==> config.mk <==
export PLATFORM = sky130hd
export DESIGN_NAME = seg7_scan_display
export DESIGN_NICKNAME = d
export VERILOG_FILES = /design/src/rtl/seg7_pkg.sv /design/src/rtl/seg7_decode.sv /design/src/rtl/seg7_scan_display.sv
export SDC_FILE = /design/constraint.sdc
export NUM_CORES = 1
export LEC_CHECK = 0
export ABC_AREA = 0
export ABC_CLOCK_PERIOD_IN_PS = 2800
export BUFFER_PORTS_ARGS = -buffer_cell sky130_fd_sc_hd__buf_2
export CAP_MARGIN = 15
export CORE_MARGIN = 2
export CORE_UTILIZATION = 45
export DETAILED_ROUTE_END_ITERATION = 10
export PLACE_DENSITY = 0.65
export RECOVER_POWER = 50
export SETUP_SLACK_MARGIN = 0.1
export SKIP_CTS_REPAIR_TIMING = 1
export SLEW_MARGIN = 30
export SYNTH_ARGS = -nofsm -noshare
export SYNTH_HDL_FRONTEND = slang
export SYNTH_SLANG_ARGS = --single-unit
==> constraint.sdc <==
create_clock -name clk -period 2.8 [get_ports clk]
set_clock_uncertainty 0.2 [all_clocks]
set_input_delay 0.84 -clock clk [delete_from_list [all_inputs] [get_ports clk]]
set_output_delay 0.84 -clock clk [all_outputs]
set_load 0.05 [all_outputs]
==> src/rtl/seg7_pkg.sv <==
// Shared constants and the BCD-to-segment code table for the 4-digit
// multiplexed seven-segment display.
package seg7_pkg;

   localparam int         NUM_DIGITS = 4;
   localparam logic [6:0] SEG_BLANK  = 7'h7F;

   // Active-low segment codes, bit 0 = a ... bit 6 = g; 10..15 render blank.
   function automatic logic [6:0] seg7_code(input logic [3:0] bcd);
      logic [6:0] code;
      case (bcd)
         4'd0:    code = 7'h40;
         4'd1:    code = 7'h79;
         4'd2:    code = 7'h24;
         4'd3:    code = 7'h30;
         4'd4:    code = 7'h19;
         4'd5:    code = 7'h12;
         4'd6:    code = 7'h02;
         4'd7:    code = 7'h78;
         4'd8:    code = 7'h00;
         4'd9:    code = 7'h10;
         default: code = SEG_BLANK;
      endcase
      return code;
   endfunction

endpackage

==> src/rtl/seg7_decode.sv <==
// Combinational BCD to active-low seven-segment decoder; 10..15 are blank.
module seg7_decode
   import seg7_pkg::*;
(
   input  logic [3:0] bcd,
   output logic [6:0] seg_n
);

   assign seg_n = seg7_code(bcd);

endmodule

==> src/rtl/seg7_scan_display.sv <==
// Four-digit multiplexed seven-segment driver with shadow capture,
// leading-zero blanking, per-digit decimal points, dead time and blink.
module seg7_scan_display
   import seg7_pkg::*;
#(
   parameter int CLK_HZ   = 50000000,
   parameter int SCAN_HZ  = 1000,
   parameter int BLINK_HZ = 2
) (
   input  logic                    clk,
   input  logic                    reset,
   input  logic [4*NUM_DIGITS-1:0] digit_in,
   input  logic                    load,
   input  logic [NUM_DIGITS-1:0]   dp_in,
   input  logic                    blank_lz,
   input  logic                    blink_en,
   output logic                    load_ack,
   output logic [6:0]              seg_n,
   output logic                    dp_n,
   output logic [NUM_DIGITS-1:0]   an_n
);

   localparam int DIV  = CLK_HZ / SCAN_HZ;
   localparam int HALF = CLK_HZ / (2 * BLINK_HZ);
   localparam int PW   = (DIV  > 1) ? $clog2(DIV)  : 1;
   localparam int BW   = (HALF > 1) ? $clog2(HALF) : 1;

   localparam logic [PW-1:0] PRESC_LAST = PW'(DIV - 1);
   localparam logic [BW-1:0] BLINK_LAST = BW'(HALF - 1);

   logic [PW-1:0]             presc;
   logic [1:0]                index;
   logic [BW-1:0]             blink_cnt;
   logic                      phase;
   logic [4*NUM_DIGITS-1:0]   shadow;
   logic [NUM_DIGITS-1:0]     dp_shadow;

   logic                      presc_wrap;
   logic                      blink_wrap;
   logic [3:0]                nibble;
   logic [6:0]                dec_seg;
   logic [NUM_DIGITS-1:0]     lz_blank;
   logic                      dark;
   logic [6:0]                seg_d;
   logic                      dp_d;
   logic [NUM_DIGITS-1:0]     an_d;

   assign presc_wrap = (presc == PRESC_LAST);
   assign blink_wrap = (blink_cnt == BLINK_LAST);
   assign nibble     = shadow[{index, 2'b00} +: 4];

   // A digit is zero-blanked only when it and every digit above it are zero.
   assign lz_blank[3] = blank_lz && (shadow[15:12] == 4'd0);
   assign lz_blank[2] = lz_blank[3] && (shadow[11:8] == 4'd0);
   assign lz_blank[1] = lz_blank[2] && (shadow[7:4] == 4'd0);
   assign lz_blank[0] = 1'b0;

   // The prescaler sits at 0 for exactly the first cycle after an index
   // change, which gives the one-cycle anode dead time for free.
   assign dark = (presc == '0) || (blink_en && phase);

   seg7_decode u_decode (
      .bcd   (nibble),
      .seg_n (dec_seg)
   );

   always_comb begin
      seg_d = dec_seg;
      dp_d  = ~dp_shadow[index];
      an_d  = ~(4'b0001 << index);
      if (lz_blank[index]) begin
         seg_d = SEG_BLANK;
      end
      if (dark) begin
         seg_d = SEG_BLANK;
         dp_d  = 1'b1;
         an_d  = 4'hF;
      end
   end

   always_ff @(posedge clk or negedge reset) begin
      if (!reset) begin
         presc     <= '0;
         index     <= 2'd0;
         blink_cnt <= '0;
         phase     <= 1'b0;
         shadow    <= '0;
         dp_shadow <= '0;
         load_ack  <= 1'b0;
         seg_n     <= SEG_BLANK;
         dp_n      <= 1'b1;
         an_n      <= 4'hF;
      end else begin
         presc     <= presc_wrap ? '0 : presc + 1'b1;
         blink_cnt <= blink_wrap ? '0 : blink_cnt + 1'b1;
         if (presc_wrap) begin
            index <= index + 2'd1;
         end
         if (blink_wrap) begin
            phase <= ~phase;
         end
         if (load) begin
            shadow    <= digit_in;
            dp_shadow <= dp_in;
         end
         load_ack <= load;
         seg_n    <= seg_d;
         dp_n     <= dp_d;
         an_n     <= an_d;
      end
   end

endmodule

## After elaboration in Yosys (flattened, before gate mapping)

Memory sizes are Yosys's and may differ from the RTL's.
Index checks and enable logic that the tools add are counted.

- Flip-flop bits (word level): 76
- Bits in read-only memories: 112
- Input bits: 25
- Output and inout bits: 13
- Word-level logic and storage cells: 41
- Memories: 1

- $add $sub $neg: 3
- Magnitude comparators: 1
- Equal/unequal tests: 2
- Shift operators: 2
- Mux-type cells: 10
- Bitwise logic cells: 3
- Reductions and logical operators: 9

Memories:

| memory | words | bits a word | rd ports | clocked after memory_dff | write ports | line | RTL |
|---|---|---|---|---|---|---|---|
| (no name shown) | 16 | 7 | 1 | 0 | 0 | seg7_pkg.sv:11 | `case (bcd)` |

Operator list:

| cell | count |
|---|---|
| $add 24x1->24 const B | 1 |
| $eq 24x24->1 const B | 1 |
| $mux 24 | 1 |
| $add 16x1->16 const B | 1 |
| $eq 16x16->1 const B | 1 |
| $logic_not 16->1 | 1 |
| $mux 16 | 1 |
| $shiftx 16x5->4 | 1 |
| $mux 7 | 2 |
| $logic_not 4->1 | 3 |
| $bmux 1 s2 | 2 |
| $logic_and 1x1->1 | 4 |
| $mux 4 | 1 |
| $not 4->4 | 1 |
| $shl 1x2->4 const A | 1 |
| $lt 2x3->1 const B | 1 |
| $mux 1 | 3 |
| $add 2x1->2 const B | 1 |
| $not 1->1 | 2 |
| $logic_or 1x1->1 | 1 |

## Longest topological paths before layout

Gate-level depths: netlist (run 1).

- Depth in word-level cells: 8
- Mapped depth: 7
- Mapped depth without buffers: 6

## By module

From an unflattened synthesis (run 1), not the netlist that was laid out.

- Cells, all modules: 323
- Area, all modules: 3659.8 um2

Modules (own cells, without submodules):

| module | instances | cells each | area an instance (um2) | sequential area each (um2) |
|---|---|---|---|---|
| seg7_scan_display | 1 | 290 | 3449.6 | 1916.8 |
| seg7_decode | 1 | 33 | 210.2 | 0.0 |

## Least setup slack after synthesis (run 1)

No wires, ideal clock.

- Kind: input -> register
- Start: input port blink_en
- End: register seg_n[2]
- Library setup time: 93 ps
- Arrival: 1691 ps
- Required time: 2507 ps
- Path slack: 816 ps
- Stages on the path: 4
- Buffers on the path: 0
- Cells stage by stage: and2_1 -> a41oi_1 -> and2_1 -> o311ai_1

- Cells in the longest elaborated chain, start to end: 3

Ends and longest elaborated chain:

| what | line | RTL |
|---|---|---|
| start, declared | seg7_scan_display.sv:16 | `input logic blink_en,` |
| $logic_and 1x1->1 | seg7_scan_display.sv:60 | `assign dark = (presc == '0) \|\| (blink_en && phase);` |
| $logic_or 1x1->1 | seg7_scan_display.sv:60 |  |
| $mux 7 | seg7_scan_display.sv:74 | `if (dark) begin` |
| via seg_d[2] | seg7_scan_display.sv:44 | `logic [6:0] seg_d;` |
| end signal, assigned | seg7_scan_display.sv:107 | `seg_n <= seg_d;` |
| end, declared | seg7_scan_display.sv:18 | `output logic [6:0] seg_n,` |

The timed path passes the listed nets, and every way through them passes these cells.
A chain may end at the register's enable or synchronous reset.

## Worst setup path after layout (run 1)

- Start: register blink_cnt[5]
- End: register blink_cnt[23]

- Cells in the longest elaborated chain, start to end: 2
- Elaborated cells on any way between the ends: 3
- Those cells by class: 1 x add/sub; 1 x eq/ne; 1 x mux

Ends and longest elaborated chain:

| what | line | RTL |
|---|---|---|
| start, declared | seg7_scan_display.sv:33 | `logic [BW-1:0] blink_cnt;` |
| start signal, assigned | seg7_scan_display.sv:95 | `blink_cnt <= blink_wrap ? '0 : blink_cnt + 1'b1;` |
| $add 24x1->24 or $eq 24x24->1 (tied branches) | seg7_scan_display.sv:95, seg7_scan_display.sv:49 |  |
| $mux 24 * | seg7_scan_display.sv:95 |  |

Mark *: on every way between the ends. The rest lies on a longest branch, timed or not.

==> results.md, run 1 <==
- RSZ-0062 raised after global routing: false
- CTS H-tree depth: 3
- Routed vias: between 2k and 3k
- Post-Layout Inst Area: between 0.004 and 0.005 sq mm
- Clk Latency, worst-skew pair: between 0.3 and 0.4 ns
- Worst hold start: phase
- WHS Endpoint: phase
- Worst vdd ir: between 0.3 and 0.4 mV
- Area added between synthesis and finish: 14.01%
- Max-cap violations: 1
- CTS tree: yes
- Non-Filler Instances: between 400 and 500
- Core area: 0.007807 sq mm
- Kind of critical path: register to register
- CTS max path bufs: 2
- Mapped Area: roughly 0.0037 sq mm
- Ant diodes: 0
- TritonCTS Sinks: 76
- Uppermost layer routed: met4
- Fin crit share: 0.8213
- Post-synth top flop: dfrtp_1
- Max Clk Rate: around 0.43 GHz
- Nets: about 400
- Critical path cell sequence: and4_1 -> nand4_1 -> or4_1 -> a21oi_1
- First-pass GRT wire length: about 12 mm
- WL met2: around 3.3 mm
- I/O pin cnt: 38
- Final wirelength: 6.841 mm
- Placed cell areas: between 0.003 and 0.004 sq mm
- Vias in the first global route: 2,491
- Setup TNS: 0 ns
- Reg2reg setup slack: approximately 0.5 ns
- Drt wl/cell: ~15 microns
- Largest net degree at the start of global routing: between 70 and 80
- DR iter-0 viols: between 90 and 100
- Rows: 32
- Final setup viols: 0
- Fillers: a little under 700
- Pwr per Cell Area: around 570 mW/mm^2
- Routed length on met3: about 220 microns
- Post-synthesis async set-or-reset flop share: 1.000
- Placer congestion estimate: 0.8498
- Multi-input gate area: between 0.0015 and 0.002 sq mm
- Cell total after placement: 451
- EDFF count, synth: 0
- DRC Markers: 0
- Vias/cell: 5.353
- Crit path buf inv count: 0
- LEAKAGE: about 1.8 nW
- FF/Latch Area: between 0.0015 and 0.002 sq mm
- CP delay by family, top: simple AND/OR/NAND/NOR gates
- Initial antenna violation count: 0
- Status: finished with violations
- Die X: around 94 microns
- Initial core utilization: 0.4679
- Path depth of the worst reg2reg path: 4
- CTS Buf Count: 9
- Metal-1 WL: ~3.2 mm
- Count of input and output buffers: 37
- #FFs+latches synth: 76
- Worst r2r dst: blink_cnt[23]
- Crit path from: blink_cnt[5]
- CTS clk-pin slew, worst paths: roughly 0.080 ns
- Avg Cell Area, Syn: between 10 and 15 sq um
- Violated checks: max-capacitance violations, max-slew violations
- Crit. End Element: register
- Hold Path Class: register to register
- Final Slew Violations: a little under 80
- Actual slew at the worst max-slew pin: between 1.5 and 2 ns
- DIE HEIGHT: between 90 and 100 microns
- Die Area: around 0.0089 sq mm
- Root buffer cell: clkbuf_8
- Cell variety after synth: 41
- Worst Path Max Fanout: 13
- Hpwl dp: roughly 4.8 mm
- Syn_nets: approximately 360
- Post-synthesis sequential area ratio: 0.5247
- Worst reg2reg startpoint: blink_cnt[5]
- Layout cells sized above 1: 0.2740
- Critical path's slowest cell: or4_1
- Mapped Cells: roughly 320
- Min cycle time layout: 2.300 ns
- Worst hold slack: approximately 0.28 ns
- Slew headroom: -0.09864
- Crit path DAT: about 2.4 ns
- Critical Path RT: ~2.9 ns
- Synth warnings: 0
- CP max stage delay: between 0.6 and 0.7 ns
- Routed Antenna Nets: 0
- Startpoint Class: register
- Hold path depth: 1
- Total gr overflow: 0
- Total GRT Usage: 0.1675
- Final Hold Viols: 0
- Pre-antenna DRT Iters: 4
==> report_power, final <==
group / total, mW / switching [mW] / internal, mW
Combinational: 0.235 / 0.153 / 0.0820
Clock: 0.937 / 0.407 / 0.530
Sequential: 1.19 / 0.0265 / 1.16
Total: 2.36 / 0.586 / 1.77
==> through the flow <==
stage	power [mW]	worst slack [ns]	utilization
5_1_grt	2.459	0.2069	0.5335
2_1_floorplan	1.366	0.8164	-
6_report	2.357	0.5003	0.5335
3_5_place_dp	1.448	0.5621	0.5066
4_1_cts	2.389	0.5062	0.5356
3_3_place_gp	1.441	0.5941	0.5066
==> logic make-up (layout without fill, tap and decap cells) <==
logic type | after synthesis | after routing | synth area share
AOI/OAI and AO/OA | 36 | 36 | 0.06165
xor gates and xnor gates | 27 | 27 | 0.06473
adders and majority gates | 12 | 12 | 0.04109
buffers and inverters | 27 | 71 | 0.02980
DFF | 76 | 76 | 0.5247
muxes | 27 | 27 | 0.09932
and+or+nand+nor | 116 | 116 | 0.1788
==> worst max path at each step <==
stage	to	cells past startpoint
floorplan	seg_n[2]	4
global placement	blink_cnt[23]	4
detailed placement	blink_cnt[23]	4
CTS	blink_cnt[23]	4
global route	blink_cnt[18]	2
finish	blink_cnt[23]	4
==> per-layer routing <==
| metal | up-vias | GRT usage |
|---|---|---|
| met3 | 10 | 0.03210 |
| met5 | - | 0 |
| met4 | 0 | 0.07729 |
| met2 | 42 | 0.2577 |
| met1 | 1223 | 0.2293 |
| li1 | 1225 | - |
==> worst register-to-register path, stage by stage (launching register included) <==
cell and delay (ns):
dfrtp_1 0.47, and4_1 0.35, nand4_1 0.43, or4_1 0.63, a21oi_1 0.15
==> area by class of cell <==
type | instances | share of cell area
clock buffers | 11 | 0.03394
repair buffers | 41 | 0.05137
well taps | 102 | 0.03064
inverters | 14 | 0.01262
flip-flops and latches | 76 | 0.4602
clock inverters | 5 | 0.02043
multi-input cells | 218 | 0.3908
==> sequential cells by signal (all words and copies together) (netlist names) <==
signal / count
seg_n: 7
blink_cnt: 24
dp_shadow: 4
phase: 1
load_ack: 1
shadow: 16
dp_n: 1
index: 2
presc: 16
an_n: 4
==> cells in the mapped netlist (all sizes together) (2+ instances only) <==
| library cell | count | area (sq um) |
|---|---|---|
| nand3 | 19 | 95.09 |
| o22a | 2 | 17.52 |
| xnor2 | 12 | 105.1 |
| o31ai | 7 | 52.55 |
| nor4b | 2 | 17.52 |
| clkbuf | 7 | 26.28 |
| nor3 | 6 | 35.03 |
| nand2 | 22 | 85.09 |
| a21oi | 11 | 55.05 |
| and4 | 5 | 43.79 |
| mux2 | 21 | 240.2 |
| inv | 14 | 52.55 |
| and2 | 4 | 25.02 |
| nor2 | 17 | 63.81 |
| o21ai | 10 | 50.05 |
| nor4 | 9 | 77.57 |
| or3 | 5 | 31.28 |
| mux4 | 5 | 112.6 |
| xor2 | 15 | 131.4 |
| nand4 | 11 | 68.82 |
| and3 | 5 | 31.28 |
| buf | 6 | 30.03 |
| dfrtp | 64 | 1602 |
| dfstp | 12 | 315.3 |
| or4 | 6 | 45.04 |
| ha | 12 | 150.1 |
| nor2b | 3 | 18.77 |
==> cell usage in the layout, fill, tap and decap left out, drive strengths merged, types with 12 or more instances in the layout <==
cell / netlist / final
mux2: 21 / 21
ha: 12 / 12
xnor2: 12 / 12
nand3: 19 / 19
dfrtp: 64 / 64
dfstp: 12 / 12
inv: 14 / 14
xor2: 15 / 15
clkbuf: 7 / 13
nor2: 17 / 17
nand2: 22 / 22
buf: 6 / 39
Power figures use the tool's default switching activity.
==> run 2, diff against run 1 <==
--- a/config.mk
+++ b/config.mk
@@ -6,13 +6,13 @@
 export NUM_CORES = 1
 export LEC_CHECK = 0
 export ABC_AREA = 0
-export ABC_CLOCK_PERIOD_IN_PS = 2800
+export ABC_CLOCK_PERIOD_IN_PS = 1850
 export BUFFER_PORTS_ARGS = -buffer_cell sky130_fd_sc_hd__buf_2
 export CAP_MARGIN = 15
 export CORE_MARGIN = 2
 export CORE_UTILIZATION = 45
 export DETAILED_ROUTE_END_ITERATION = 10
-export PLACE_DENSITY = 0.65
+export PLACE_DENSITY = 0.67
 export RECOVER_POWER = 50
 export SETUP_SLACK_MARGIN = 0.1
 export SKIP_CTS_REPAIR_TIMING = 1
==> constraint.sdc (replaced) <==
create_clock -name clk -period 1.85 [get_ports clk]
set_clock_uncertainty 0.2 [all_clocks]
set_input_delay 0.555 -clock clk [delete_from_list [all_inputs] [get_ports clk]]
set_output_delay 0.555 -clock clk [all_outputs]
set_load 0.05 [all_outputs]
==> run 2 against run 1 <==
The flow finishes with violations (negative setup slack). Worst setup slack lost 0.59 ns. Power increased by 45%. Largest power group unchanged. Flip-flop and latch count unchanged. Die area unchanged. Cell count up 12%. Critical path depth unchanged. Global-route usage increased by 1.5 points. Via count is 14% higher. Sequential share of layout area fell by 8.2 points. Sequential power is 52% higher. Highest routed layer unchanged. Worst hold slack got worse by 0.040 ns. Clock power rose by 17%.
==> results.md, run 2 (synthesis gave the netlist of run 1 again) <==
- Fillers: 587 (was 696)
- Clk Latency, worst-skew pair: 0.35 ns (about the same)
- CTS H-tree depth: 3 (unchanged)
- Die Area: 0.008856 sq mm (unchanged)
- Core area: 0.007807 sq mm (unchanged)
- I/O pin cnt: 38 (unchanged)
- LEAKAGE: 2.235 nW (was 1.828 nW)
- Crit path buf inv count: 0 (unchanged)
- CTS clk-pin slew, worst paths: 0.08 ns (about the same)
- Setup TNS: -0.2725 ns (was 0 ns)
- Routed vias: 2,840 (was 2,500)
- Worst hold slack: 0.2394 ns (was 0.2795 ns)
- Drt wl/cell: 15.83 microns (was 14.65 microns)
- Multi-input gate area: 0.001981 sq mm (was 0.001628 sq mm)
- Final WS setup: -0.09198 ns (was 0.5003 ns)
- Nets: 455 (was 397)
- Fin crit share: 1.050 (was 0.8213)
- Final Slew Violations: 0 (was 77)
- Final Hold Viols: 0 (unchanged)
- Vias/cell: 5.410 (was 5.353)
- Count of input and output buffers: 37 (unchanged)
- Startpoint Class: register (unchanged)
- CP delay by family, top: multiplexers (was simple AND/OR/NAND/NOR gates)
- DRC Markers: 0 (unchanged)
- Worst Path Max Fanout: 6 (was 13)
- Pwr per Cell Area: 674.5 mW/mm^2 (was 565.9 mW/mm^2)
- Slew headroom: 0.4841 (was -0.09864)
- CTS max path bufs: 2 (unchanged)
- Initial antenna violation count: 0 (unchanged)
- Routed Antenna Nets: 0 (unchanged)
- DIE HEIGHT: 94.11 microns (unchanged)
- Min cycle time layout: 1.942 ns (was 2.300 ns)
- Largest net degree at the start of global routing: 30 (was 77)
- Initial core utilization: 0.4679 (unchanged)
- Hpwl dp: 5.406 mm (was 4.786 mm)
- Placed cell areas: 0.004325 sq mm (was 0.003955 sq mm)
- Crit. End Element: register (unchanged)
- Area added between synthesis and finish: 38.84% (was 14.01%)
- RSZ-0062 raised after global routing: true (was false)
- Max-cap violations: 0 (was 1)
- Placer congestion estimate: 0.8482 (was 0.8498)
- Hold Path Class: input port to register (was register to register)
- Layout cells sized above 1: 0.5035 (was 0.2740)
- FF/Latch Area: 0.001921 sq mm (was 0.001917 sq mm)
- Top reg by flops: blink_cnt (unchanged)
- Crit path DAT: 2.00 ns (was 2.37 ns)
- Kind of critical path: register to register (unchanged)
- TritonCTS Sinks: 76 (unchanged)
- Max Clk Rate: 0.5149 GHz (was 0.4348 GHz)
- Vias in the first global route: 2,718 (was 2,491)
- Total gr overflow: 0 (unchanged)
- First-pass GRT wire length: 12.62 mm (was 11.62 mm)
- CP max stage delay: 0.65 ns (was 0.63 ns)
- Critical path's slowest cell: mux4_2 (was or4_1)
- Fin util: 0.6497 (was 0.5335)
- Commonest non-fill, non-tap cell in the layout: dfrtp_1 (unchanged)
- Max reg flops: 24 (unchanged)
- Rows: 32 (unchanged)
- Worst vdd ir: 0.5585 mV (was 0.3077 mV)
- Largest regs: blink_cnt: 24 flops, presc: 16 flops, shadow: 16 flops (unchanged)
- Post-Layout Inst Area: 0.005072 sq mm (was 0.004165 sq mm)
- Total GRT Usage: 0.1830 (was 0.1675)
- Ant diodes: 0 (unchanged)
- Violated checks: negative setup slack (was max-capacitance violations, max-slew violations)
- Final setup viols: 5 (was 0)
- Final wirelength: 8.313 mm (was 6.841 mm)
- Critical path cell sequence: mux4_2 -> ha_2 -> nor3_1 -> o21ai_1 (was and4_1 -> nand4_1 -> or4_1 -> a21oi_1)
- Pre-antenna DRT Iters: 4 (unchanged)
- Critical Path RT: 1.91 ns (was 2.87 ns)
- Commonest non-fill, non-tap cells in the layout: dfrtp_1 (61), buf_4 (42), buf_2 (23) (was dfrtp_1 (64), buf_2 (36), nand2_1 (21))
- Dpl ws: -0.06263 ns (was 0.5621 ns)
- Actual slew at the worst max-slew pin: 0.7738 ns (was 1.648 ns)
- Die X: 94.11 microns (unchanged)
- CTS tree: yes (unchanged)
- Root buffer cell: clkbuf_8 (unchanged)
- CTS Buf Count: 9 (unchanged)
- DR iter-0 viols: 155 (was 93)
- Status: finished with violations (unchanged)
-- run 2: per-layer routing --
metal,global-route usage,part of all wire,up-vias
met4,0.05918,0.0093,0
met5,0,0,-
met2,0.2857,0.50,72
met3,0.04815,0.041,6
met1,0.2496,0.45,1419
li1,-,-,1343
-- run 2: path summary, 6_finish.rpt --
kind | start | to | slack [ns] | cells past startpoint
hold / removal | digit_in[15] | shadow[15] | 0.24 | 2
min in group asynchronous | reset | presc[12] | 0.62 | 2
setup / recovery | index[0] | seg_n[6] | -0.09 | 4
max in group asynchronous | reset | dp_n | 0.09 | 3
setup reg to reg | index[0] | seg_n[6] | -0.09 | 4
hold reg to reg | presc[0] | presc[0] | 0.27 | 1
-- run 2: stage by stage --
| step | power (mW) | instances |
|---|---|---|
| 3_3_place_gp | 2.217 | 493 |
| 2_1_floorplan | 2.080 | 321 |
| 6_report | 3.421 | 525 |
| 5_1_grt | 3.580 | 525 |
| 3_5_place_dp | 2.227 | 493 |
| 4_1_cts | 3.343 | 509 |
-- run 2: worst reg2reg max path, stage by stage (launching register included) --
cell     delay (ns)
dfrtp_2        0.44
mux4_2         0.65
ha_2           0.24
nor3_1         0.20
o21ai_1        0.13
-- run 2: cell type report --
| cell class | instances | area share |
|---|---|---|
| Timing Repair Buffer | 98 | 0.1606 |
| Clock inverter | 6 | 0.008140 |
| Tap cell | 102 | 0.02516 |
| Multi-Input combinational cell | 219 | 0.3905 |
| Clock buffer | 10 | 0.02516 |
| Inverter | 14 | 0.01184 |
| Sequential cell | 76 | 0.3786 |
-- run 2: where the power goes --
part           switching, mW  leakage [nW]  internal, mW
Clock                  0.616        0.0783         0.484
Combinational          0.275          1.22         0.232
Sequential            0.0569         0.939          1.76
==> run 3, diff against run 2 <==
--- a/config.mk
+++ b/config.mk
@@ -9,6 +9,7 @@
 export ABC_CLOCK_PERIOD_IN_PS = 1850
 export BUFFER_PORTS_ARGS = -buffer_cell sky130_fd_sc_hd__buf_2
 export CAP_MARGIN = 15
+export CORE_ASPECT_RATIO = 1.1
 export CORE_MARGIN = 2
 export CORE_UTILIZATION = 45
 export DETAILED_ROUTE_END_ITERATION = 10
==> run 3 against run 2 <==
The run still ends with negative setup slack left. Cell area is 2.0% higher. Largest cell class unchanged. Critical path depth is 3 higher. Count of clock-buffer cells in the layout is 1 higher. Sequential share of layout area is 0.72 points lower. Core utilization is 0.42 points higher. Largest power group unchanged. Critical path type unchanged. Highest routed layer unchanged.
==> results.md, run 3 (synthesis gave the netlist of run 1 again) <==
- Internal power: 2.802 mW (was 2.473 mW)
- Commonest non-fill, non-tap cell in the layout: dfrtp_1 (unchanged)
- Pre-antenna DRT Iters: 4 (unchanged)
- Path depth of the worst reg2reg path: 7 (was 4)
- Routed vias: 2,834 (was 2,840)
- Vias/cell: 5.327 (was 5.410)
- CTS Buf Count: 9 (unchanged)
- Dpl ws: -0.1579 ns (was -0.06263 ns)
- Nets: 456 (was 455)
- Fin crit share: 1.042 (was 1.050)
- Reg2reg setup slack: -0.08 ns (was -0.09 ns)
- Reg power frac: 0.482 (was 0.530)
- Max-cap violations: 0 (unchanged)
- CP delay by family, top: multiplexers (unchanged)
- Fin util: 0.6539 (was 0.6497)
- Min cycle time layout: 1.927 ns (was 1.942 ns)
- Combinational power share: 0.138 (was 0.148)
- Area added between synthesis and finish: 41.61% (was 38.84%)
- Ant diodes: 0 (unchanged)
- Worst hold slack: 0.2251 ns (was 0.2394 ns)
- Clock power share: 0.380 (was 0.322)
- Rows: 34 (was 32)
- Status: finished with violations (unchanged)
- Die Area: 0.008856 sq mm (about the same)
- DIE HEIGHT: 98.50 microns (was 94.11 microns)
- Final WS setup: -0.07718 ns (was -0.09198 ns)
- DR iter-0 viols: 87 (was 155)
- Final setup viols: 7 (was 5)
- Kind of critical path: register to register (unchanged)
- Largest regs: blink_cnt: 24 flops, presc: 16 flops, shadow: 16 flops (unchanged)
- WHS Endpoint: shadow[1] (was shadow[15])
- Count of input and output buffers: 37 (unchanged)
- Sw Share: 0.2531 (was 0.2772)
- TritonCTS Sinks: 76 (unchanged)
- Critical path's slowest cell: mux4_2 (unchanged)
- Crit. End Element: register (unchanged)
- Hpwl dp: 5.434 mm (was 5.406 mm)
- Final Hold Viols: 0 (unchanged)
- Max Clk Rate: 0.5189 GHz (was 0.5149 GHz)
- Post-Layout Inst Area: 0.005174 sq mm (was 0.005072 sq mm)
- Max reg flops: 24 (unchanged)
- Core area: 0.007913 sq mm (was 0.007807 sq mm)
- First-pass GRT wire length: 12.38 mm (was 12.62 mm)
- Slew headroom: 0.3554 (was 0.4841)
- Vias in the first global route: 2,699 (was 2,718)
- CP max stage delay: 0.61 ns (was 0.65 ns)
- Routed Antenna Nets: 0 (unchanged)
- Worst reg2reg startpoint: index[0] (unchanged)
- Worst hold start: digit_in[1] (was digit_in[15])
- Clk Latency, worst-skew pair: 0.35 ns (about the same)
- I/O pin cnt: 38 (unchanged)
- Die X: 89.91 microns (was 94.11 microns)
- CTS clk-pin slew, worst paths: 0.08 ns (about the same)
- Placed cell areas: 0.004280 sq mm (was 0.004325 sq mm)
- CTS max path bufs: 2 (unchanged)
- Worst vdd ir: 0.3589 mV (was 0.5585 mV)
- Final wirelength: 8.347 mm (was 8.313 mm)
- Commonest non-fill, non-tap cells in the layout: dfrtp_1 (60), buf_4 (45), buf_2 (24) (was dfrtp_1 (61), buf_4 (42), buf_2 (23))
- Total GRT Usage: 0.1732 (was 0.1830)
- DRC Markers: 0 (unchanged)
- CTS H-tree depth: 3 (unchanged)
- Crit path buf inv count: 2 (was 0)
- Hold path depth: 2 (unchanged)
- Actual slew at the worst max-slew pin: 0.9669 ns (was 0.7738 ns)
- Top reg by flops: blink_cnt (unchanged)
- Placer congestion estimate: 0.8164 (was 0.8482)
- Pwr per Cell Area: 725.2 mW/mm^2 (was 674.5 mW/mm^2)
- Cell total after placement: 492 (was 493)
- Root buffer cell: clkbuf_8 (unchanged)
- Worst r2r dst: seg_n[5] (was seg_n[6])
- CTS tree: yes (unchanged)
- LEAKAGE: 2.255 nW (was 2.235 nW)
- Layout cells sized above 1: 0.5283 (was 0.5035)
- Critical path cell sequence: mux4_2 -> buf_6 -> ha_4 -> inv_2 -> a21oi_2 -> o21ai_1 -> nand3_1 (was mux4_2 -> ha_2 -> nor3_1 -> o21ai_1)
- Setup TNS: -0.3645 ns (was -0.2725 ns)
- Drt wl/cell: 15.69 microns (was 15.83 microns)
- Switching pwr: 949.5 uW (was 948.2 uW)
- Hold Path Class: input port to register (unchanged)
- Total gr overflow: 0 (unchanged)
- Final Slew Violations: 0 (unchanged)
- Worst Path Max Fanout: 5 (was 6)
- Startpoint Class: register (unchanged)
- Initial antenna violation count: 0 (unchanged)
- Critical Path RT: 1.93 ns (was 1.91 ns)
- Initial core utilization: 0.4617 (was 0.4679)
- Violated checks: negative setup slack (unchanged)
- Total power: 3.752 mW (was 3.421 mW)
- Crit path DAT: 2.00 ns (about the same)
- Non-Filler Instances: 532 (was 525)
- Largest net degree at the start of global routing: 31 (was 30)
- RSZ-0062 raised after global routing: true (unchanged)
-- run 3: worst max-delay path by stage --
stage | end | depth (start not counted) | from
after floorplan | seg_n[0] | 6 | index[0]
after global placement | blink_cnt[20] | 4 | blink_cnt[8]
after detailed placement | seg_n[4] | 6 | index[0]
after CTS | seg_n[4] | 6 | index[0]
after global routing | seg_n[5] | 7 | index[0]
final | seg_n[5] | 7 | index[0]
-- run 3: metal layers --
metal	global-route usage	wire, microns	vias to the layer above	part of all wire
met1	0.2102	3462	1423	0.41
met3	0.02905	231	13	0.028
met2	0.3036	4502	57	0.54
met4	0.08166	150	0	0.018
met5	0	0	-	0
li1	-	-	1341	-
-- run 3: power groups by stage --
| stage | registers [mW] | logic, mW | clock network, mW |
|---|---|---|---|
| 2_1_floorplan | 1.93 | 0.150 | 0 |
| 3_3_place_gp | 1.82 | 0.386 | 0 |
| 3_5_place_dp | 1.82 | 0.395 | 0 |
| 4_1_cts | 1.79 | 0.396 | 1.45 |
| 5_1_grt | 1.82 | 0.554 | 1.51 |
| 6_report | 1.81 | 0.519 | 1.43 |
-- run 3: layout make-up --
| cell class | instances | area (sq um) |
|---|---|---|
| clock buffers | 11 | 141.4 |
| clock inverters | 5 | 85.08 |
| fillers | 615 | 2739 |
| inverters | 14 | 55.05 |
| multi-input cells | 218 | 1986 |
| flip-flops and latches | 76 | 1922 |
| well taps | 108 | 135.1 |
| repair buffers | 100 | 849.6 |
